<file path="src/rtl/regfile_wb_arbiter_pkg.sv">
// Shared types and constants for the register-file writeback arbiter.
// Provides the word/register-select types, arbiter state codes, requester
// index constants and a helper that sizes index fields.
package regfile_wb_arbiter_pkg;

    localparam int unsigned WORD_W = 32;
    localparam int unsigned REG_W  = 5;

    typedef logic [WORD_W-1:0] word_t;
    typedef logic [REG_W-1:0]  regbits_t;

    // One register-file write beat.
    typedef struct packed {
        regbits_t wsel;
        word_t    wdata;
    } wb_beat_t;

    // Arbiter state codes.
    typedef logic [0:0] wb_arb_state_t;
    localparam wb_arb_state_t WBA_IDLE   = 1'b0;
    localparam wb_arb_state_t WBA_LOCKED = 1'b1;

    // Requester count and indices.
    localparam int unsigned WB_NREQ = 3;
    localparam int unsigned WB_ALU  = 0;
    localparam int unsigned WB_LSU  = 1;
    localparam int unsigned WB_TC   = 2;

    // Width of an index into n requesters (at least one bit).
    function automatic int unsigned idx_w(input int unsigned n);
        return (n > 1) ? $clog2(n) : 1;
    endfunction

endpackage

</file>
<file path="src/rtl/regfile_wb_arbiter_if.sv">
// Writeback request bundle plus the registered register-file write port.
//   req_valid/req_lock/req_wsel/req_wdata : requester -> arbiter
//   req_ready                             : arbiter -> requester (combinational)
//   WEN/wsel/wdata                        : arbiter -> register file (registered)
//   grant_id/locked/lock_abort            : arbiter status (registered)
interface regfile_wb_arbiter_if
    import regfile_wb_arbiter_pkg::*;
#(
    parameter int unsigned NREQ = WB_NREQ
) ();

    localparam int unsigned IDW = idx_w(NREQ);

    logic     [NREQ-1:0] req_valid;
    logic     [NREQ-1:0] req_lock;
    regbits_t [NREQ-1:0] req_wsel;
    word_t    [NREQ-1:0] req_wdata;
    logic     [NREQ-1:0] req_ready;
    logic                WEN;
    regbits_t            wsel;
    word_t               wdata;
    logic     [IDW-1:0]  grant_id;
    logic                locked;
    logic                lock_abort;

    // Requester / writeback-stage side.
    modport master (
        output req_valid, req_lock, req_wsel, req_wdata,
        input  req_ready, WEN, wsel, wdata, grant_id, locked, lock_abort
    );

    // Arbiter side.
    modport slave (
        input  req_valid, req_lock, req_wsel, req_wdata,
        output req_ready, WEN, wsel, wdata, grant_id, locked, lock_abort
    );

endinterface

</file>
<file path="src/rtl/regfile_wb_arbiter_rr_picker.sv">
// Combinational round-robin picker: first set request at or above start,
// wrapping at NREQ-1 back to 0.
//   req     : request vector
//   start   : index searched first (always < NREQ)
//   grant_c : one-hot grant, zero when no request
//   idx_c   : winner index
//   any_c   : at least one request present
module regfile_wb_arbiter_rr_picker
    import regfile_wb_arbiter_pkg::*;
#(
    parameter  int unsigned NREQ = WB_NREQ,
    localparam int unsigned IDW  = idx_w(NREQ)
) (
    input  logic [NREQ-1:0] req,
    input  logic [IDW-1:0]  start,
    output logic [NREQ-1:0] grant_c,
    output logic [IDW-1:0]  idx_c,
    output logic            any_c
);

    // Walk NREQ positions from start; wrap explicitly since NREQ may not be 2^n.
    always_comb begin : pick
        int unsigned pos;
        pos     = 0;
        grant_c = '0;
        idx_c   = '0;
        any_c   = 1'b0;
        for (int unsigned k = 0; k < NREQ; k++) begin
            pos = 32'(start) + k;
            if (pos >= NREQ) begin
                pos = pos - NREQ;
            end
            if (!any_c && req[IDW'(pos)]) begin
                any_c = 1'b1;
                idx_c = IDW'(pos);
            end
        end
        if (any_c) begin
            grant_c[idx_c] = 1'b1;
        end
    end

endmodule

</file>
<file path="src/rtl/regfile_wb_arbiter.sv">
// Round-robin arbiter for the register file's single write port, with an
// owner lock for multi-beat bursts and an idle timeout that breaks the lock.
//   CLK, nRST : clock, asynchronous active-low reset
//   bus       : request bundle, registered write port and status
module regfile_wb_arbiter
    import regfile_wb_arbiter_pkg::*;
#(
    parameter  int unsigned NREQ         = WB_NREQ,
    parameter  int unsigned LOCK_TIMEOUT = 16,
    localparam int unsigned IDW          = idx_w(NREQ),
    localparam int unsigned CNT_W        = $clog2(LOCK_TIMEOUT) + 1
) (
    input  logic                 CLK,
    input  logic                 nRST,
    regfile_wb_arbiter_if.slave  bus
);

    wb_arb_state_t    state_q,    state_d;
    logic [IDW-1:0]   rr_ptr_q,   rr_ptr_d;
    logic [IDW-1:0]   owner_q,    owner_d;
    logic [CNT_W-1:0] idle_cnt_q, idle_cnt_d;
    logic             wen_q,      wen_d;
    wb_beat_t         beat_q,     beat_d;
    logic [IDW-1:0]   grant_id_q, grant_id_d;
    logic             abort_q,    abort_d;

    logic [NREQ-1:0]  pick_grant_c;
    logic [IDW-1:0]   pick_idx_c;
    logic             pick_any_c;
    logic [NREQ-1:0]  ready_c;
    logic [IDW-1:0]   winner_c;
    logic             accept_c;

    regfile_wb_arbiter_rr_picker #(.NREQ(NREQ)) u_picker (
        .req     (bus.req_valid),
        .start   (rr_ptr_q),
        .grant_c (pick_grant_c),
        .idx_c   (pick_idx_c),
        .any_c   (pick_any_c)
    );

    // Grant selection and next-state logic.
    always_comb begin
        state_d    = state_q;
        rr_ptr_d   = rr_ptr_q;
        owner_d    = owner_q;
        idle_cnt_d = idle_cnt_q;
        wen_d      = 1'b0;
        beat_d     = beat_q;
        grant_id_d = grant_id_q;
        abort_d    = 1'b0;
        ready_c    = '0;
        winner_c   = pick_idx_c;
        accept_c   = 1'b0;

        // Ready depends only on state, pointer and valid.
        if (state_q == WBA_IDLE) begin
            ready_c  = pick_grant_c;
            accept_c = pick_any_c;
        end else begin
            ready_c[owner_q] = bus.req_valid[owner_q];
            winner_c         = owner_q;
            accept_c         = bus.req_valid[owner_q];
        end

        // Write path: register 0 beats are accepted but never written.
        if (accept_c) begin
            beat_d.wsel  = bus.req_wsel[winner_c];
            beat_d.wdata = bus.req_wdata[winner_c];
            grant_id_d   = winner_c;
            wen_d        = (bus.req_wsel[winner_c] != '0);
        end

        if (state_q == WBA_IDLE) begin
            if (accept_c) begin
                rr_ptr_d = (winner_c == IDW'(NREQ - 1)) ? '0 : winner_c + IDW'(1);
                if (bus.req_lock[winner_c]) begin
                    state_d    = WBA_LOCKED;
                    owner_d    = winner_c;
                    idle_cnt_d = '0;
                end
            end
        end else begin
            if (accept_c) begin
                idle_cnt_d = '0;
                if (!bus.req_lock[owner_q]) begin
                    state_d = WBA_IDLE;
                end
            end else if (idle_cnt_q == CNT_W'(LOCK_TIMEOUT - 1)) begin
                // Timeout fires before the counter can wrap.
                state_d = WBA_IDLE;
                abort_d = 1'b1;
            end else begin
                idle_cnt_d = idle_cnt_q + CNT_W'(1);
            end
        end
    end

    // State and write-port registers.
    always_ff @(posedge CLK or negedge nRST) begin
        if (!nRST) begin
            state_q    <= WBA_IDLE;
            rr_ptr_q   <= '0;
            owner_q    <= '0;
            idle_cnt_q <= '0;
            wen_q      <= 1'b0;
            beat_q     <= '0;
            grant_id_q <= '0;
            abort_q    <= 1'b0;
        end else begin
            state_q    <= state_d;
            rr_ptr_q   <= rr_ptr_d;
            owner_q    <= owner_d;
            idle_cnt_q <= idle_cnt_d;
            wen_q      <= wen_d;
            beat_q     <= beat_d;
            grant_id_q <= grant_id_d;
            abort_q    <= abort_d;
        end
    end

    assign bus.req_ready  = ready_c;
    assign bus.WEN        = wen_q;
    assign bus.wsel       = beat_q.wsel;
    assign bus.wdata      = beat_q.wdata;
    assign bus.grant_id   = grant_id_q;
    assign bus.locked     = (state_q == WBA_LOCKED);
    assign bus.lock_abort = abort_q;

endmodule

</file>
<file path="src/flat_wrapper.sv">
// flat-port wrapper written by rule: the top's interface ports become plain ports
module regfile_wb_arbiter_flat import regfile_wb_arbiter_pkg::*;
#(
    parameter  int unsigned NREQ         = WB_NREQ,
    parameter  int unsigned LOCK_TIMEOUT = 16,
    localparam int unsigned IDW          = idx_w(NREQ),
    localparam int unsigned CNT_W        = $clog2(LOCK_TIMEOUT) + 1
)
  (CLK, nRST, bus_req_valid, bus_req_lock, bus_req_wsel, bus_req_wdata, bus_req_ready, bus_WEN, bus_wsel, bus_wdata, bus_grant_id, bus_locked, bus_lock_abort);
  regfile_wb_arbiter_if #(.NREQ(NREQ)) bus_i ();
  input  logic CLK;
  input  logic nRST;
  input wire logic [$bits(bus_i.req_valid)-1:0] bus_req_valid;
  input wire logic [$bits(bus_i.req_lock)-1:0] bus_req_lock;
  input wire logic [$bits(bus_i.req_wsel)-1:0] bus_req_wsel;
  input wire logic [$bits(bus_i.req_wdata)-1:0] bus_req_wdata;
  output wire logic [$bits(bus_i.req_ready)-1:0] bus_req_ready;
  output wire logic [$bits(bus_i.WEN)-1:0] bus_WEN;
  output wire logic [$bits(bus_i.wsel)-1:0] bus_wsel;
  output wire logic [$bits(bus_i.wdata)-1:0] bus_wdata;
  output wire logic [$bits(bus_i.grant_id)-1:0] bus_grant_id;
  output wire logic [$bits(bus_i.locked)-1:0] bus_locked;
  output wire logic [$bits(bus_i.lock_abort)-1:0] bus_lock_abort;
  assign bus_i.req_valid = bus_req_valid;
  assign bus_i.req_lock = bus_req_lock;
  assign bus_i.req_wsel = bus_req_wsel;
  assign bus_i.req_wdata = bus_req_wdata;
  assign bus_req_ready = bus_i.req_ready;
  assign bus_WEN = bus_i.WEN;
  assign bus_wsel = bus_i.wsel;
  assign bus_wdata = bus_i.wdata;
  assign bus_grant_id = bus_i.grant_id;
  assign bus_locked = bus_i.locked;
  assign bus_lock_abort = bus_i.lock_abort;
  regfile_wb_arbiter #(.NREQ(NREQ), .LOCK_TIMEOUT(LOCK_TIMEOUT)) u_core (.CLK(CLK), .nRST(nRST), .bus(bus_i));
endmodule
</file>
<file path="config.mk">
export PLATFORM = sky130hd
export DESIGN_NAME = regfile_wb_arbiter_flat
export DESIGN_NICKNAME = d
export VERILOG_FILES = /design/src/rtl/regfile_wb_arbiter_pkg.sv /design/src/rtl/regfile_wb_arbiter_if.sv /design/src/rtl/regfile_wb_arbiter_rr_picker.sv /design/src/rtl/regfile_wb_arbiter.sv /design/src/flat_wrapper.sv
export SDC_FILE = /design/constraint.sdc
export NUM_CORES = 1
export LEC_CHECK = 0
export ABC_AREA = 1
export ABC_CLOCK_PERIOD_IN_PS = 2100
export CORE_ASPECT_RATIO = 0.7
export CORE_MARGIN = 2
export CORE_UTILIZATION = 37
export CTS_BUF_LIST = sky130_fd_sc_hd__clkbuf_4
export CTS_CLUSTER_DIAMETER = 30
export DETAILED_ROUTE_END_ITERATION = 10
export GPL_ROUTABILITY_DRIVEN = 0
export GPL_TIMING_DRIVEN = 0
export HOLD_SLACK_MARGIN = 0.08
export PLACE_DENSITY = 0.78
export SYNTH_ARGS = -nofsm -noshare
export SYNTH_HDL_FRONTEND = slang
export SYNTH_SLANG_ARGS = --single-unit
</file>
<file path="constraint.sdc">
create_clock -name CLK -period 2.1 [get_ports CLK]
set_input_delay 0.315 -clock CLK [delete_from_list [all_inputs] [get_ports CLK]]
set_output_delay 0.315 -clock CLK [all_outputs]
set_load 0.03 [all_outputs]
</file>
=== Yosys cells after proc, flatten, opt, wreduce, memory -nomap -nowiden ===
Index checks and enable logic that the tools add are counted.

* Bits in read-only memories: 0
* Logic and storage cells: 93
* Memories: 0
* Output and inout bits: 45
* Bits in latches: 0
* Flip-flop bits (word level): 51
* RAM bits: 0

* Eq/ne operators: 3
* Bitwise logic cells: 2
* Multiplexer cells: 49
* Reductions and logical operators: 12
* Add/sub/neg operators: 7
* Div/mod/pow operators: 0
* Multipliers: 0
* $lt $le $gt $ge: 11
* Shifts and indexed selects: 0

{| class="wikitable"
|+ Operator list
! cell !! count
|-
| 32-bit binary-select mux with 2-bit select || 1
|-
| 32-bit two-way mux || 1
|-
| 5-bit two-way mux || 6
|-
| 1-bit two-way mux || 22
|-
| 2-bit by 3-bit less-than comparator with 1-bit output (second input constant) || 6
|-
| 2-bit two-way mux || 8
|-
| 1-bit binary-select mux with 2-bit select || 6
|-
| 5-bit binary-select mux with 2-bit select || 1
|-
| 3-bit by 2-bit greater-or-equal comparator with 1-bit output (second input constant) || 2
|-
| 3-bit two-way mux || 2
|-
| 3-bit AND reduction || 2
|-
| 2-bit subtractor (second input constant) || 3
|-
| 5-bit by 1-bit adder with 5-bit output (second input constant) || 1
|-
| 5-bit by 4-bit == test with 1-bit output (second input constant) || 1
|-
| 5-bit nonzero test || 1
|-
| 1-bit demux with 2-bit select || 2
|-
| 2-bit by 1-bit greater-or-equal comparator with 1-bit output (second input constant) || 2
|-
| 1-bit logical AND || 4
|-
| 2-bit nonzero test || 2
|-
| 2-bit by 1-bit adder with 3-bit output (second input constant) || 1
|-
| 2-bit by 2-bit adder with 3-bit output (second input constant) || 1
|-
| 3-bit AND || 1
|-
| 2-bit by 1-bit adder with 2-bit output (second input constant) || 1
|-
| 2-bit == test (second input constant) || 1
|-
| 5 further kinds || 6
|}

=== Logic depth before layout (Yosys ltp) ===
* Depth in word-level cells: 17
* Mapped depth: 21

=== Modules after synthesis ===
From an unflattened synthesis, not the netlist that was laid out.

* Cells, all modules: 443
* Area, all modules: 3,208.1 um^2

{| class="wikitable"
|+ By module, submodules not included
! module !! times used !! sequential area each (um^2) !! area each (um^2) !! cells an instance
|-
| regfile_wb_arbiter || 1 || 1,276.2 || 2,955.3 || 395
|-
| regfile_wb_arbiter_rr_picker || 1 || 0.0 || 252.7 || 48
|}

=== Worst setup path before layout ===
No wires, ideal clock.

* Path type: register to output
* Start: register u_core.rr_ptr_q[0]
* End: output port bus_req_ready[2]
* Stages on the path, launching flop included: 17
* Slack: -486 ps
* Buffers on the path: 2
* Required time: 1,785 ps
* Arrival time: 2,271 ps
* Cells stage by stage: dfrtp_1 -> inv_1 -> ha_1 -> inv_2 -> nand2_1 -> nand3_1 -> nand2_1 -> nand2_1 -> inv_2 -> nand3_1 -> nand2_1 -> nand2_2 -> nand2_4 -> inv_6 -> buf_4 -> buf_4 -> nor2_1

* Longest elaborated chain between the ends: 17

{| class="wikitable"
|+ RTL lines
! what !! RTL line !! RTL
|-
| start: declaration || regfile_wb_arbiter.sv:19 || <nowiki>logic [IDW-1:0] rr_ptr_q, rr_ptr_d;</nowiki>
|-
| start signal: assignment || regfile_wb_arbiter.sv:112 || <nowiki>rr_ptr_q <= rr_ptr_d;</nowiki>
|-
| branches (longest 15 deep; another with 2-bit by 1-bit adder with 3-bit output) || - ||
|-
| 3-bit two-way mux (*) || regfile_wb_arbiter_rr_picker.sv:38 || <nowiki>if (any_c) begin</nowiki>
|-
| 3-bit two-way mux (*) || regfile_wb_arbiter.sv:57 || <nowiki>if (state_q == WBA_IDLE) begin</nowiki>
|-
| end: declaration || flat_wrapper.sv:17 || <nowiki>output wire logic [$bits(bus_i.req_ready)-1:0] bus_req_ready;</nowiki>
|}

Every way passes the cells marked *. The select of a mux whose other input is x is not followed.

=== Worst setup path after layout ===
Ends and elaborated chain as after synthesis.

==> results.md <==
- Inserted Diodes: 0
- Cell count after synthesis: 423
- Total Die Area: 9490 µm²
- Antenna violations before repair: 0
- Violated checks: negative setup slack
- Post-synthesis net count: around 550
- Worst reg2reg path depth: 18
- Global-route wire length before repair: 17800 µm
- Final critical path time including I/O delays and setup: approximately 2.8 ns
- Vert. Die Dim: slightly above 80 µm
- Final design area excluding fillers: slightly below 6000 µm²
- Max-Cap Viols: 0
- Root cell of the clock tree: clkbuf_4
- Relative area change from synthesis to final layout: 84.1%
- Final instance count without filler cells: 756
- Post-synthesis register bit count: 51
- Global-route usage over all layers: 24.4%
- Power consumption: around 12 mW
- TritonRoute pass-1 iters: 4
- Worst voltage drop across the vdd grid: 0.000858 V
- Iteration-0 DRC Markers: 159
- Total congestion overflow after global routing: 0
- Placed wire-length estimate after detailed placement: about 8600 µm
- Number of clock sinks: 51
- Final setup margin: -0.665 ns
- Setup skew after layout: 0.0140 ns
- Largest net degree at the start of global routing: 33
- Synth cell types: 32
- Run status: finished with violations
- Clock buffer count from CTS: 5
- Detailed-route vias per instance: 5.17
- Terminus of the critical flop-to-flop path: u_core.bus.wdata[22]
- Area after detailed placement: just over 5000 µm²
- Tightest slew margin relative to the limit: 61.2%
- Setup slack on the worst flop-to-flop path: -0.50 ns
- Highest net fanout along the worst path: 4
- Number of global-route vias before repair: 3546
- Routed length per instance: 16.6 µm
- Number of fill cells in the layout: 654
- Post-route DRC: 0
- Initial Utilization: 38.2%
- Detailed-route wire length: ~13000 µm
- Post-CTS clock slew at the launch and capture registers of the worst setup and hold paths: 0.15 ns
- Reg2reg start: u_core.rr_ptr_q[0]
- Count of H-tree levels built during CTS: 2
- Core Area: around 8400 µm²
- Number of nets in the finished design: 760
- I/O Buffers: roughly 160
- Number of vias after detailed routing: 3907
- Number of I/O pins: roughly 160
- Leak: 2.56 nW
- Setup repair after global routing missed its margin: true
- Critical Path Sink Type: primary output
- FMAX: ~360 MHz
- TritonCTS clock tree: done
- # placed instances: 707
- End point of the critical path: bus_req_ready[2]
- Max clock buf depth: 2
- Final hold viol count: 0
- Total setup violations reported at the end of the flow: 52
- Total standard cell area after synthesis: 3220 µm²
- Sequential element share of the synthesized area: 39.6%
- Average cell area after synthesis: 7.62 µm²
- Clock latency of the later-clocked register in the worst-skew pair: around 0.4 ns
- Ratio of total power to cell area: 2080 nW/µm²
- Layout cell share with drive strength beyond 1: between 20% and 30%
- Worst setup path startpoint: u_core.rr_ptr_q[0]
- Site Rows: 28
- Remaining antenna violation count: 0
- Actual slew at the worst max-slew pin: 0.573 ns
- Number of max-slew violations in the final report: 0
- Post-route core utilization: 70.3%
- Worst EP required: around 1.8 ns
- Worst Setup Start Kind: flop
- Hold/Removal Path Class: in2async
- Worst hold slack: just over 0.4 ns
- Total of warnings raised by yosys: 0
- Horiz. Die Dim: 116 µm
- Data arrival time of the critical path: roughly 2.5 ns
- Final cycle utilization of the critical path: 132%
- Worst Path Class, Setup: reg2out
[registers in the layout, indices dropped and copies added, names as in the netlist]
signal and cells:
u_core.bus.wsel 5, u_core.rr_ptr_q 2, u_core.owner_q 2, u_core.idle_cnt_q 5, u_core.bus.grant_id 2, u_core.bus.locked 1, u_core.bus.WEN 1, u_core.bus.wdata 32
u_core.bus.lock_abort 1
[kinds of logic (layout without fill, tap and decap cells)]
| logic type | after synthesis | in the layout | synth area share (%) |
|---|---|---|---|
| xor gates and xnor gates | 1 | 1 | 0.272 |
| DFF | 51 | 51 | 39.6 |
| and+or+nand+nor | 199 | 199 | 29.4 |
| AOI/OAI and AO/OA | 110 | 110 | 20.1 |
| buffers and inverters | 56 | 269 | 8.27 |
| adders and majority gates | 6 | 6 | 2.33 |
[placed cells by master (no fill, tap or decap), types with 4 or more instances in the layout]
cell type and instances:
clkdlybuf4s50_1 159, inv_2 6, nand3_4 5, nand2_2 13, or2_1 26, ha_1 4
inv_1 24, a31oi_1 4, o211ai_1 32, nor2_4 4, buf_8 7, o21ai_1 5
clkbuf_4 7, nand2_4 7, a21oi_1 51, buf_4 30, dfrtp_1 50, o21ai_2 11
buf_12 4, buf_6 16, nor2_1 53, nand3_2 14, nand2_1 48, nand3_1 25
[worst max-delay path: stages, from the launching register on]
cell and delay (ns):
dfrtp_1 0.42, inv_2 0.08, ha_4 0.30, inv_4 0.05, nand2_2 0.06, nand3_2 0.08
nand2_4 0.10, nand2_4 0.07, inv_2 0.07, nand3_2 0.06, nand2_2 0.11, nand2_4 0.08
nand2_8 0.11, inv_12 0.03, buf_8 0.11, buf_8 0.12, nor2_4 0.08, buf_6 0.13
[cell usage after synthesis]
library cell,number,area (µm²)
ha_1,6,75.1
nor2_1,57,214
buf_4,7,52.6
inv_6,1,8.76
nand3_4,2,35.0
a21oi_1,52,260
inv_2,5,18.8
clkinv_1,1,3.75
nor3_1,1,5.00
nand3_2,3,30.0
buf_6,2,22.5
nand2_1,63,236
or2_1,26,163
buf_2,7,35.0
nor2_8,1,20.0
dfrtp_1,51,1280
nand2_2,5,31.3
o22ai_1,2,12.5
o311ai_1,1,8.76
inv_1,27,101
o21ai_0,5,25.0
xor2_1,1,8.76
nand2_4,1,11.3
o21ai_2,1,8.76
nand3b_1,1,7.51
clkbuf_1,5,18.8
o211ai_1,32,240
o21ai_1,12,60.1
clkinv_2,1,5.00
nand3_1,39,195
a31oi_1,4,25.0
a21oi_2,1,8.76
[how the worst min path moves through the flow]
stage,startpoint,endpoint,slack (ns),depth (start not counted)
2_1_floorplan,nRST,u_core.bus.WEN,0.02,0
3_3_place_gp,u_core.bus.wsel[1],u_core.bus.wsel[1],0.48,2
5_1_grt,nRST,u_core.bus.wdata[20],0.45,2
3_5_place_dp,nRST,u_core.bus.wsel[3],0.31,1
6_report,nRST,u_core.bus.wsel[3],0.41,2
4_1_cts,nRST,u_core.bus.wsel[3],0.44,2
[stage by stage]
step / TNS, ns / worst slack (ns)
after floorplan: -0.248 / -0.183
after global placement: -67.31 / -1.10
after detailed placement: -25.40 / -1.09
after CTS: -18.30 / -0.540
after global routing: -26.92 / -0.780
final: -20.83 / -0.665
[layer usage]
metal	up-vias	part of all wire [%]	GRT usage, %
met2	191	46	41.4
met1	1824	43	31.8
li1	1860	-	-
met5	-	0	0
met4	0	2.6	5.66
met3	32	8.8	5.84
[layout make-up]
class | count | area (µm²) | area share [%]
repair buffers | 206 | 2080 | 35.1
plain buffers | 20 | 248 | 4.17
well taps | 120 | 150 | 2.53
flip-flops and latches | 51 | 1280 | 21.5
inverters | 35 | 161 | 2.72
clock buffers | 7 | 52.6 | 0.885
clock inverters | 1 | 5.00 | 0.0843
multi-input cells | 316 | 1960 | 33.0
[what timing repair did]
item / CTS / global route
cloned: 2 / 1
hold buffers: 1 / 0
setup buffers: 24 / 15
endpoints found under the hold margin: 19 / 0
resized for setup: 91 / 53
pin swaps: 28 / 32
endpoints found under the setup margin: 51 / 53
[power by group]
group / internal (mW) / switching [mW] / leakage (nW)
Clock: 0.157 / 0.331 / 0.0361
Combinational: 4.55 / 5.52 / 1.92
Sequential: 1.49 / 0.280 / 0.601
Note: power is estimated with default switching activity, not from simulation.
